$ cat src/rtl/pixel_reset_seq_if.sv
// Lock status in, staged pixel-domain resets and loss statistics out.
interface pixel_reset_seq_if #(
    parameter int NUM_STAGES = 3,
    parameter int CNT_W      = 8
);
    logic                  locked;
    logic                  clr_count;
    logic [NUM_STAGES-1:0] rst_stage;
    logic                  ready;
    logic                  loss_pulse;
    logic [CNT_W-1:0]      loss_count;
    logic [2:0]            state;

    modport master (
        output locked, clr_count,
        input  rst_stage, ready, loss_pulse, loss_count, state
    );

    modport slave (
        input  locked, clr_count,
        output rst_stage, ready, loss_pulse, loss_count, state
    );
endinterface

$ cat src/rtl/pixel_reset_seq.sv
// Qualifies the pixel PLL lock in the clk_25m domain and releases the downstream
// resets one stage at a time; any loss of lock slams every stage back into reset.
module pixel_reset_seq #(
    parameter int SYNC_STAGES        = 2,
    parameter int LOCK_STABLE_CYCLES = 1024,
    parameter int NUM_STAGES         = 3,
    parameter int STAGE_GAP          = 16,
    parameter int CNT_W              = 8
) (
    input  logic             clk_25m,
    input  logic             reset,
    pixel_reset_seq_if.slave bus
);
    localparam logic [2:0] WAIT_LOCK = 3'd0;
    localparam logic [2:0] STABLE    = 3'd1;
    localparam logic [2:0] RELEASE   = 3'd2;
    localparam logic [2:0] RUN       = 3'd3;
    localparam logic [2:0] LOST      = 3'd4;

    // One counter serves both the qualification window and the stage gaps.
    localparam int CMAX = (LOCK_STABLE_CYCLES > STAGE_GAP) ? LOCK_STABLE_CYCLES : STAGE_GAP;
    localparam int CB   = $clog2(CMAX);
    localparam logic [CB-1:0] LOCK_LAST = CB'(LOCK_STABLE_CYCLES - 1);
    localparam logic [CB-1:0] GAP_LAST  = CB'(STAGE_GAP - 1);

    logic [SYNC_STAGES-1:0] r_sync;
    logic [2:0]             r_state;
    logic [CB-1:0]          r_cnt;
    logic [NUM_STAGES-1:0]  r_rst_stage;
    logic                   r_ready;
    logic                   r_loss_pulse;
    logic [CNT_W-1:0]       r_loss_count;

    logic                   w_locked_s;
    logic [2:0]             w_state_nxt;
    logic [CB-1:0]          w_cnt_nxt;
    logic [NUM_STAGES-1:0]  w_rst_nxt;
    logic [NUM_STAGES-1:0]  w_rst_shift;
    logic                   w_ready_nxt;
    logic                   w_pulse_nxt;
    logic                   w_loss_ev;
    logic [CNT_W-1:0]       w_count_nxt;
    logic                   w_lock_done;
    logic                   w_gap_done;
    logic                   w_last_stage;

    function automatic logic [CNT_W-1:0] sat_inc(input logic [CNT_W-1:0] v);
        return (&v) ? v : v + CNT_W'(1);
    endfunction

    assign w_locked_s   = r_sync[SYNC_STAGES-1];
    // Shifting a zero in at the LSB releases stages in order 0,1,2...
    assign w_rst_shift  = r_rst_stage << 1;
    assign w_last_stage = (w_rst_shift == '0);
    assign w_lock_done  = (r_cnt == LOCK_LAST);
    assign w_gap_done   = (r_cnt == GAP_LAST);

    always_ff @(posedge clk_25m or posedge reset) begin
        if (reset) begin
            r_sync       <= '0;
            r_state      <= WAIT_LOCK;
            r_cnt        <= '0;
            r_rst_stage  <= '1;
            r_ready      <= 1'b0;
            r_loss_pulse <= 1'b0;
            r_loss_count <= '0;
        end else begin
            r_sync       <= {r_sync[SYNC_STAGES-2:0], bus.locked};
            r_state      <= w_state_nxt;
            r_cnt        <= w_cnt_nxt;
            r_rst_stage  <= w_rst_nxt;
            r_ready      <= w_ready_nxt;
            r_loss_pulse <= w_pulse_nxt;
            r_loss_count <= w_count_nxt;
        end
    end

    always_comb begin
        w_state_nxt = WAIT_LOCK;
        case (r_state)
            WAIT_LOCK: w_state_nxt = w_locked_s ? STABLE : WAIT_LOCK;
            STABLE: begin
                if (!w_locked_s)
                    w_state_nxt = WAIT_LOCK;
                else if (w_lock_done)
                    w_state_nxt = w_last_stage ? RUN : RELEASE;
                else
                    w_state_nxt = STABLE;
            end
            RELEASE: begin
                if (!w_locked_s)
                    w_state_nxt = LOST;
                else if (w_gap_done && w_last_stage)
                    w_state_nxt = RUN;
                else
                    w_state_nxt = RELEASE;
            end
            RUN:     w_state_nxt = w_locked_s ? RUN : LOST;
            LOST:    w_state_nxt = WAIT_LOCK;
            default: w_state_nxt = WAIT_LOCK;
        endcase
    end

    always_comb begin
        w_cnt_nxt   = '0;
        w_rst_nxt   = '1;
        w_ready_nxt = 1'b0;
        w_pulse_nxt = 1'b0;
        w_loss_ev   = 1'b0;
        case (r_state)
            STABLE: begin
                if (w_locked_s) begin
                    if (w_lock_done) begin
                        w_rst_nxt   = w_rst_shift;
                        w_ready_nxt = w_last_stage;
                    end else begin
                        w_cnt_nxt = r_cnt + CB'(1);
                    end
                end
            end
            RELEASE: begin
                if (!w_locked_s) begin
                    w_loss_ev   = 1'b1;
                    w_pulse_nxt = 1'b1;
                end else if (w_gap_done) begin
                    w_rst_nxt   = w_rst_shift;
                    w_ready_nxt = w_last_stage;
                end else begin
                    w_rst_nxt = r_rst_stage;
                    w_cnt_nxt = r_cnt + CB'(1);
                end
            end
            RUN: begin
                if (w_locked_s) begin
                    w_rst_nxt   = '0;
                    w_ready_nxt = 1'b1;
                end else begin
                    w_loss_ev   = 1'b1;
                    w_pulse_nxt = 1'b1;
                end
            end
            default: ;
        endcase

        // A clear that lands on a loss still records that loss.
        if (w_loss_ev)
            w_count_nxt = bus.clr_count ? CNT_W'(1) : sat_inc(r_loss_count);
        else
            w_count_nxt = bus.clr_count ? '0 : r_loss_count;
    end

    assign bus.rst_stage  = r_rst_stage;
    assign bus.ready      = r_ready;
    assign bus.loss_pulse = r_loss_pulse;
    assign bus.loss_count = r_loss_count;
    assign bus.state      = r_state;
endmodule
$ cat src/flat_wrapper.sv
// flat-port wrapper written by rule: the top's interface ports become plain ports
module pixel_reset_seq_flat 
#(
    parameter int SYNC_STAGES        = 2,
    parameter int LOCK_STABLE_CYCLES = 1024,
    parameter int NUM_STAGES         = 3,
    parameter int STAGE_GAP          = 16,
    parameter int CNT_W              = 8
)
  (clk_25m, reset, bus_locked, bus_clr_count, bus_rst_stage, bus_ready, bus_loss_pulse, bus_loss_count, bus_state);
  pixel_reset_seq_if #(.NUM_STAGES(NUM_STAGES), .CNT_W(CNT_W)) bus_i ();
  input  logic clk_25m;
  input  logic reset;
  input wire logic [$bits(bus_i.locked)-1:0] bus_locked;
  input wire logic [$bits(bus_i.clr_count)-1:0] bus_clr_count;
  output wire logic [$bits(bus_i.rst_stage)-1:0] bus_rst_stage;
  output wire logic [$bits(bus_i.ready)-1:0] bus_ready;
  output wire logic [$bits(bus_i.loss_pulse)-1:0] bus_loss_pulse;
  output wire logic [$bits(bus_i.loss_count)-1:0] bus_loss_count;
  output wire logic [$bits(bus_i.state)-1:0] bus_state;
  assign bus_i.locked = bus_locked;
  assign bus_i.clr_count = bus_clr_count;
  assign bus_rst_stage = bus_i.rst_stage;
  assign bus_ready = bus_i.ready;
  assign bus_loss_pulse = bus_i.loss_pulse;
  assign bus_loss_count = bus_i.loss_count;
  assign bus_state = bus_i.state;
  pixel_reset_seq #(.SYNC_STAGES(SYNC_STAGES), .LOCK_STABLE_CYCLES(LOCK_STABLE_CYCLES), .NUM_STAGES(NUM_STAGES), .STAGE_GAP(STAGE_GAP), .CNT_W(CNT_W)) u_core (.clk_25m(clk_25m), .reset(reset), .bus(bus_i));
endmodule
$ cat config.mk
export PLATFORM = sky130hd
export DESIGN_NAME = pixel_reset_seq_flat
export DESIGN_NICKNAME = d
export VERILOG_FILES = /design/src/rtl/pixel_reset_seq_if.sv /design/src/rtl/pixel_reset_seq.sv /design/src/flat_wrapper.sv
export SDC_FILE = /design/constraint.sdc
export NUM_CORES = 1
export LEC_CHECK = 0
export ABC_AREA = 1
export CAP_MARGIN = 20
export CORE_MARGIN = 4
export CORE_UTILIZATION = 49
export DETAILED_ROUTE_END_ITERATION = 8
export GPL_ROUTABILITY_DRIVEN = 0
export GPL_TIMING_DRIVEN = 1
export PLACE_DENSITY_LB_ADDON = 0.1
export REMOVE_ABC_BUFFERS = 1
export SYNTH_ARGS = -nofsm -noshare
export SYNTH_HDL_FRONTEND = slang
export SYNTH_SLANG_ARGS = --single-unit
$ cat constraint.sdc
create_clock -name clk_25m -period 1.35 [get_ports clk_25m]
set_input_delay 0.27 -clock clk_25m [delete_from_list [all_inputs] [get_ports clk_25m]]
set_output_delay 0.27 -clock clk_25m [all_outputs]
set_load 0.02 [all_outputs]
==> report_table.html <==
<table>
<tr><th>Metric</th><th>Value</th></tr>
<tr><th colspan="2">Logic synthesis</th></tr>
<tr><td>Area share of fa/ha/maj cells after synthesis</td><td>between 1.5 and 2%</td></tr>
<tr><td>Count of warnings emitted by yosys</td><td>0</td></tr>
<tr><td>Simple-gate area share of the yosys netlist</td><td>36.2%</td></tr>
<tr><td>Netlist cell types</td><td>27</td></tr>
<tr><td>Post-synthesis sequential area ratio</td><td>45.6%</td></tr>
<tr><td>Fraction of the mapped netlist area in compound gates</td><td>5.02%</td></tr>
<tr><td>Cell taking the most area after synthesis</td><td>dfrtp_1</td></tr>
<tr><td>Largest family of logic cells by synthesized area</td><td>simple AND/OR/NAND/NOR gates</td></tr>
<tr><td>Proportion of netlist area held by the largest area contributor</td><td>40.5%</td></tr>
<tr><td>Post-Synth XOR/XNOR Area</td><td>4.53%</td></tr>
<tr><td>Post-synthesis instance total</td><td>188</td></tr>
<tr><td>Post-synthesis mux area share</td><td>0%</td></tr>
<tr><td>Average size of a mapped cell</td><td>around 8.2 um2</td></tr>
<tr><td>Largest cells by area after synthesis</td><td>dfrtp_1 40%, nand2_1 9.7%, nor2_1 6.8%</td></tr>
<tr><td>Netlist Area Pre-Place</td><td>0.00155 mm2</td></tr>
<tr><td>Number of synthesized register bits</td><td>28</td></tr>
<tr><th colspan="2">Floorplan</th></tr>
<tr><td>Starting density of the core</td><td>51.0%</td></tr>
<tr><td>Overall die area</td><td>0.00412 mm2</td></tr>
<tr><td>Cell row count</td><td>20</td></tr>
<tr><td>Width of the die</td><td>64.2 um</td></tr>
<tr><td>Total I/O pin count</td><td>20</td></tr>
<tr><td>Die span in y</td><td>64.2 um</td></tr>
<tr><td>Core Box Area</td><td>0.00303 mm2</td></tr>
<tr><th colspan="2">STA</th></tr>
<tr><td>Worst-margin pin slew</td><td>0.399 ns</td></tr>
<tr><td>Unrepaired setup endpoints after global routing</td><td>yes</td></tr>
<tr><td>Number of slew-limit violations in the final report</td><td>0</td></tr>
<tr><td>Period utilisation layout</td><td>106%</td></tr>
<tr><td>Final Hold Fails</td><td>0</td></tr>
<tr><td>Final period demand of the worst path</td><td>1.44 ns</td></tr>
<tr><td>Maximum achievable frequency</td><td>about 0.70 GHz</td></tr>
<tr><td>Tightest slew margin relative to the limit</td><td>73.4%</td></tr>
<tr><td>Final WS setup</td><td>-0.0875 ns</td></tr>
<tr><td>Number of endpoints failing setup at the final stage</td><td>12</td></tr>
<tr><td>Post-route clock skew</td><td>approximately 0.0060 ns</td></tr>
<tr><th colspan="2">Global route</th></tr>
<tr><td>Global-route usage over all layers</td><td>between 15 and 20%</td></tr>
<tr><td>Pin count of the biggest net entering global routing</td><td>29</td></tr>
<tr><td>Initial antenna violation count</td><td>0</td></tr>
<tr><td>Overflow left after global routing</td><td>0</td></tr>
<tr><td>Vias in the first global route</td><td>around 1400</td></tr>
<tr><td>First-pass GRT wire length</td><td>5.92 mm</td></tr>
<tr><th colspan="2">Layout</th></tr>
<tr><td>Most common library cell in the layout ignoring fill and taps</td><td>buf_4</td></tr>
<tr><td>Number of antenna cells inserted</td><td>0</td></tr>
<tr><td>Share of final-layout standard cells stronger than drive strength 1</td><td>42.4%</td></tr>
<tr><td>Number of inserted filler cells in the final layout</td><td>between 200 and 250</td></tr>
<tr><td>Final nets</td><td>250</td></tr>
<tr><td>Final design area excluding fillers</td><td>around 0.0022 mm2</td></tr>
<tr><td>Layout overhead on the synthesized area</td><td>42.3%</td></tr>
<tr><td>Commonest non-fill, non-tap cells in the layout</td><td>31 x buf_4, 30 x nand2_1, 24 x nor2_1, 24 x dfrtp_1, 22 x inv_1</td></tr>
<tr><th colspan="2">Critical path</th></tr>
<tr><td>Most frequent CP cell</td><td>nand2_1</td></tr>
<tr><td>Data arrival, critical path</td><td>1.68 ns</td></tr>
<tr><td>Worst setup path class</td><td>register to register</td></tr>
<tr><td>Delay of the slowest cell on the worst path</td><td>0.45 ns</td></tr>
<tr><td>Slowest cell on the critical path</td><td>dfrtp_1</td></tr>
<tr><td>Worst Path Required</td><td>1.59 ns</td></tr>
<tr><td>Critical Path Fanout Max</td><td>5</td></tr>
<tr><td>Kind of start point of the critical path</td><td>register</td></tr>
<tr><td>Critical path, cell by cell</td><td>ha_4 &gt; nand2_4 &gt; nor2_4 &gt; nand2_4 &gt; nand2_8 &gt; nand2_8 &gt; nand2_1 &gt; nand2_1 &gt; nand2_1 &gt; inv_1</td></tr>
<tr><td>Type of element capturing the critical path</td><td>register</td></tr>
<tr><th colspan="2">CTS</th></tr>
<tr><td>Clock net sink count</td><td>28</td></tr>
<tr><td>CTS tree</td><td>built</td></tr>
<tr><td>Clock latency on the worst-skew pair</td><td>0.33 ns</td></tr>
<tr><td>Clock buffer count from CTS</td><td>3</td></tr>
<tr><td>Number of levels in the clock H-tree</td><td>1</td></tr>
<tr><td>Clk Tree Root Cell</td><td>clkbuf_4</td></tr>
<tr><td>CTS clk-pin slew, worst paths</td><td>0.16 ns</td></tr>
<tr><td>CTS Hold Buffers Added</td><td>0</td></tr>
<tr><td>Buffer levels on the longest clock path</td><td>2</td></tr>
<tr><th colspan="2">Drt</th></tr>
<tr><td>Total number of vias</td><td>1417</td></tr>
<tr><td>Vias per inst</td><td>4.94</td></tr>
<tr><td>Post-detailed-route DRC marker count</td><td>0</td></tr>
<tr><td>Wirelength, routed</td><td>3.57 mm</td></tr>
<tr><td>WL per Instance</td><td>12.4 um</td></tr>
<tr><td>Iteration-0 DRC Markers</td><td>86</td></tr>
<tr><td>Antenna-violating nets left</td><td>0</td></tr>
<tr><td>Drt pass-1 iters</td><td>4</td></tr>
<tr><th colspan="2">Power and ir drop</th></tr>
<tr><td>Switching Fraction</td><td>25.5%</td></tr>
<tr><td>Static Leak</td><td>1.08 nW</td></tr>
<tr><td>Internal Dissipation</td><td>1.08 mW</td></tr>
<tr><td>Largest vdd supply drop</td><td>roughly 0.38 mV</td></tr>
<tr><td>Final Power</td><td>1.46 mW</td></tr>
<tr><td>Total power divided by cell area</td><td>between 600 and 700 mW/mm2</td></tr>
<tr><td>Clk network pwr share</td><td>28.8%</td></tr>
<tr><td>Logic pwr share</td><td>11.8%</td></tr>
<tr><td>Sequential group share of total power</td><td>59.4%</td></tr>
<tr><td>Net load switching power</td><td>about 0.37 mW</td></tr>
<tr><th colspan="2">Hold path</th></tr>
<tr><td>Worst Hold Class</td><td>input pin to asynchronous set/reset pin</td></tr>
<tr><th colspan="2">Placement</th></tr>
<tr><td>DP HPWL</td><td>around 2.3 mm</td></tr>
<tr><td>Buffers on Ports</td><td>19</td></tr>
<tr><td>Placed cell areas</td><td>0.00194 mm2</td></tr>
<tr><th colspan="2">Run status</th></tr>
<tr><td>Failing checks</td><td>negative setup slack</td></tr>
<tr><td>Run status</td><td>finished with violations</td></tr>
<tr><th colspan="2">Run</th></tr>
<tr><td>Maximum capacitance violations</td><td>0</td></tr>
</table>
worst max-delay path, delay by kind of cell, from the launching register on:
| family | cells | cell delay, ns |
|---|---|---|
| flip-flops | 1 | 0.45 |
| AND/OR/NAND/NOR | 8 | 0.70 |
| adder cells (fa/ha/maj) | 1 | 0.17 |
| buffers and inverters | 1 | 0.05 |
synthesized netlist by cell type:
cell type   n
nand2_1    40
nor2_1     28
dfrtp_1    25
inv_1      22
nand3_1    12
nor2_2      9
a21oi_1     6
o21ai_0     6
xor2_1      5
nand4_1     4
dfstp_2     3
nand2_2     3
nand2_4     3
nor2_4      3
nor3_1      3
xnor2_1     3
ha_1        2
o21ai_1     2
buf_4       1
clkinv_1    1
inv_2       1
inv_8       1
nand3b_1    1
nand4_2     1
nand4_4     1
nor2_8      1
o211ai_1    1
routing by layer:
metal / up-vias / track usage [%] / share of wire (%)
met5: - / 0 / 0
met4: 0 / 4.75 / 0.59
met3: 4 / 3.34 / 4.4
met2: 35 / 30.1 / 51
met1: 670 / 23.1 / 44
li1: 708 / - / -
power by group through the flow:
stage,combinational [mW],sequential [mW],clock (mW)
6_report,0.172,0.864,0.419
5_1_grt,0.194,0.868,0.479
4_1_cts,0.156,0.865,0.435
3_5_place_dp,0.150,0.878,0
3_3_place_gp,0.146,0.877,0
2_1_floorplan,0.0821,0.886,0
path summary, 6_finish.rpt:
path	start	endpoint	slack (ns)	cells after the start
setup / recovery	u_core.bus.loss_count[1]$_DFFE_PP0P_	u_core.bus.loss_count[5]$_DFFE_PP0P_	-0.09	10
hold / removal	reset	u_core.bus.loss_count[3]$_DFFE_PP0P_	0.25	3
setup reg to reg	u_core.bus.loss_count[1]$_DFFE_PP0P_	u_core.bus.loss_count[5]$_DFFE_PP0P_	-0.09	10
hold reg to reg	u_core.r_sync[0]$_DFF_PP0_	u_core.r_sync[1]$_DFF_PP0_	0.37	0
max in group asynchronous	reset	u_core.bus.rst_stage[2]$_DFFE_PP1P_	0.87	3
min in group clk_25m	u_core.r_sync[0]$_DFF_PP0_	u_core.r_sync[1]$_DFF_PP0_	0.37	0
state kept, by name, summed over array words and instances, names as in the netlist:
name / cells
u_core.bus.rst_stage: 3
u_core.bus.loss_count: 8
u_core.r_sync: 2
u_core.bus.state: 3
u_core.bus.ready: 1
u_core.r_cnt: 10
u_core.bus.loss_pulse: 1
logic make-up after synthesis:
logic type | count (synthesis)
xor gates and xnor gates | 8
DFF | 28
adders and majority gates | 2
and+or+nand+nor | 109
buffers and inverters | 26
AOI/OAI and AO/OA | 15
through the flow:
| stage | hold WS, ns | std cells | setup TNS (ns) | utilization [%] | worst slack (ns) |
|---|---|---|---|---|---|
| 2_1_floorplan | 0.301 | 187 | -0.473 | - | -0.111 |
| 3_3_place_gp | 0.348 | 269 | -0.0635 | 64.0 | -0.0211 |
| 3_5_place_dp | 0.336 | 269 | -0.379 | 64.0 | -0.0378 |
| 4_1_cts | 0.251 | 280 | -0.320 | 67.0 | -0.0396 |
| 5_1_grt | 0.234 | 287 | -2.03 | 72.6 | -0.167 |
| 6_report | 0.252 | 287 | -0.338 | 72.6 | -0.0875 |
cell type report:
class	instances	area [um2]	area share, %
Timing Repair inverter	1	6.26	0.284
Tap cell	44	55.1	2.50
Clock buffer	4	36.3	1.65
Multi-Input combinational cell	135	910	41.4
Sequential cell	28	706	32.1
Inverter	25	101	4.61
Timing Repair Buffer	50	385	17.5
repair_timing:
action / in CTS / in global routing
pin swaps: 7 / 16
gates cloned: 2 / 0
buffers inserted: 5 / 7
setup endpoints to repair: 33 / 37
resized for setup: 47 / 56
hold endpoints to repair: 0 / 0
No activity file was read; power rests on OpenSTA's default activity.
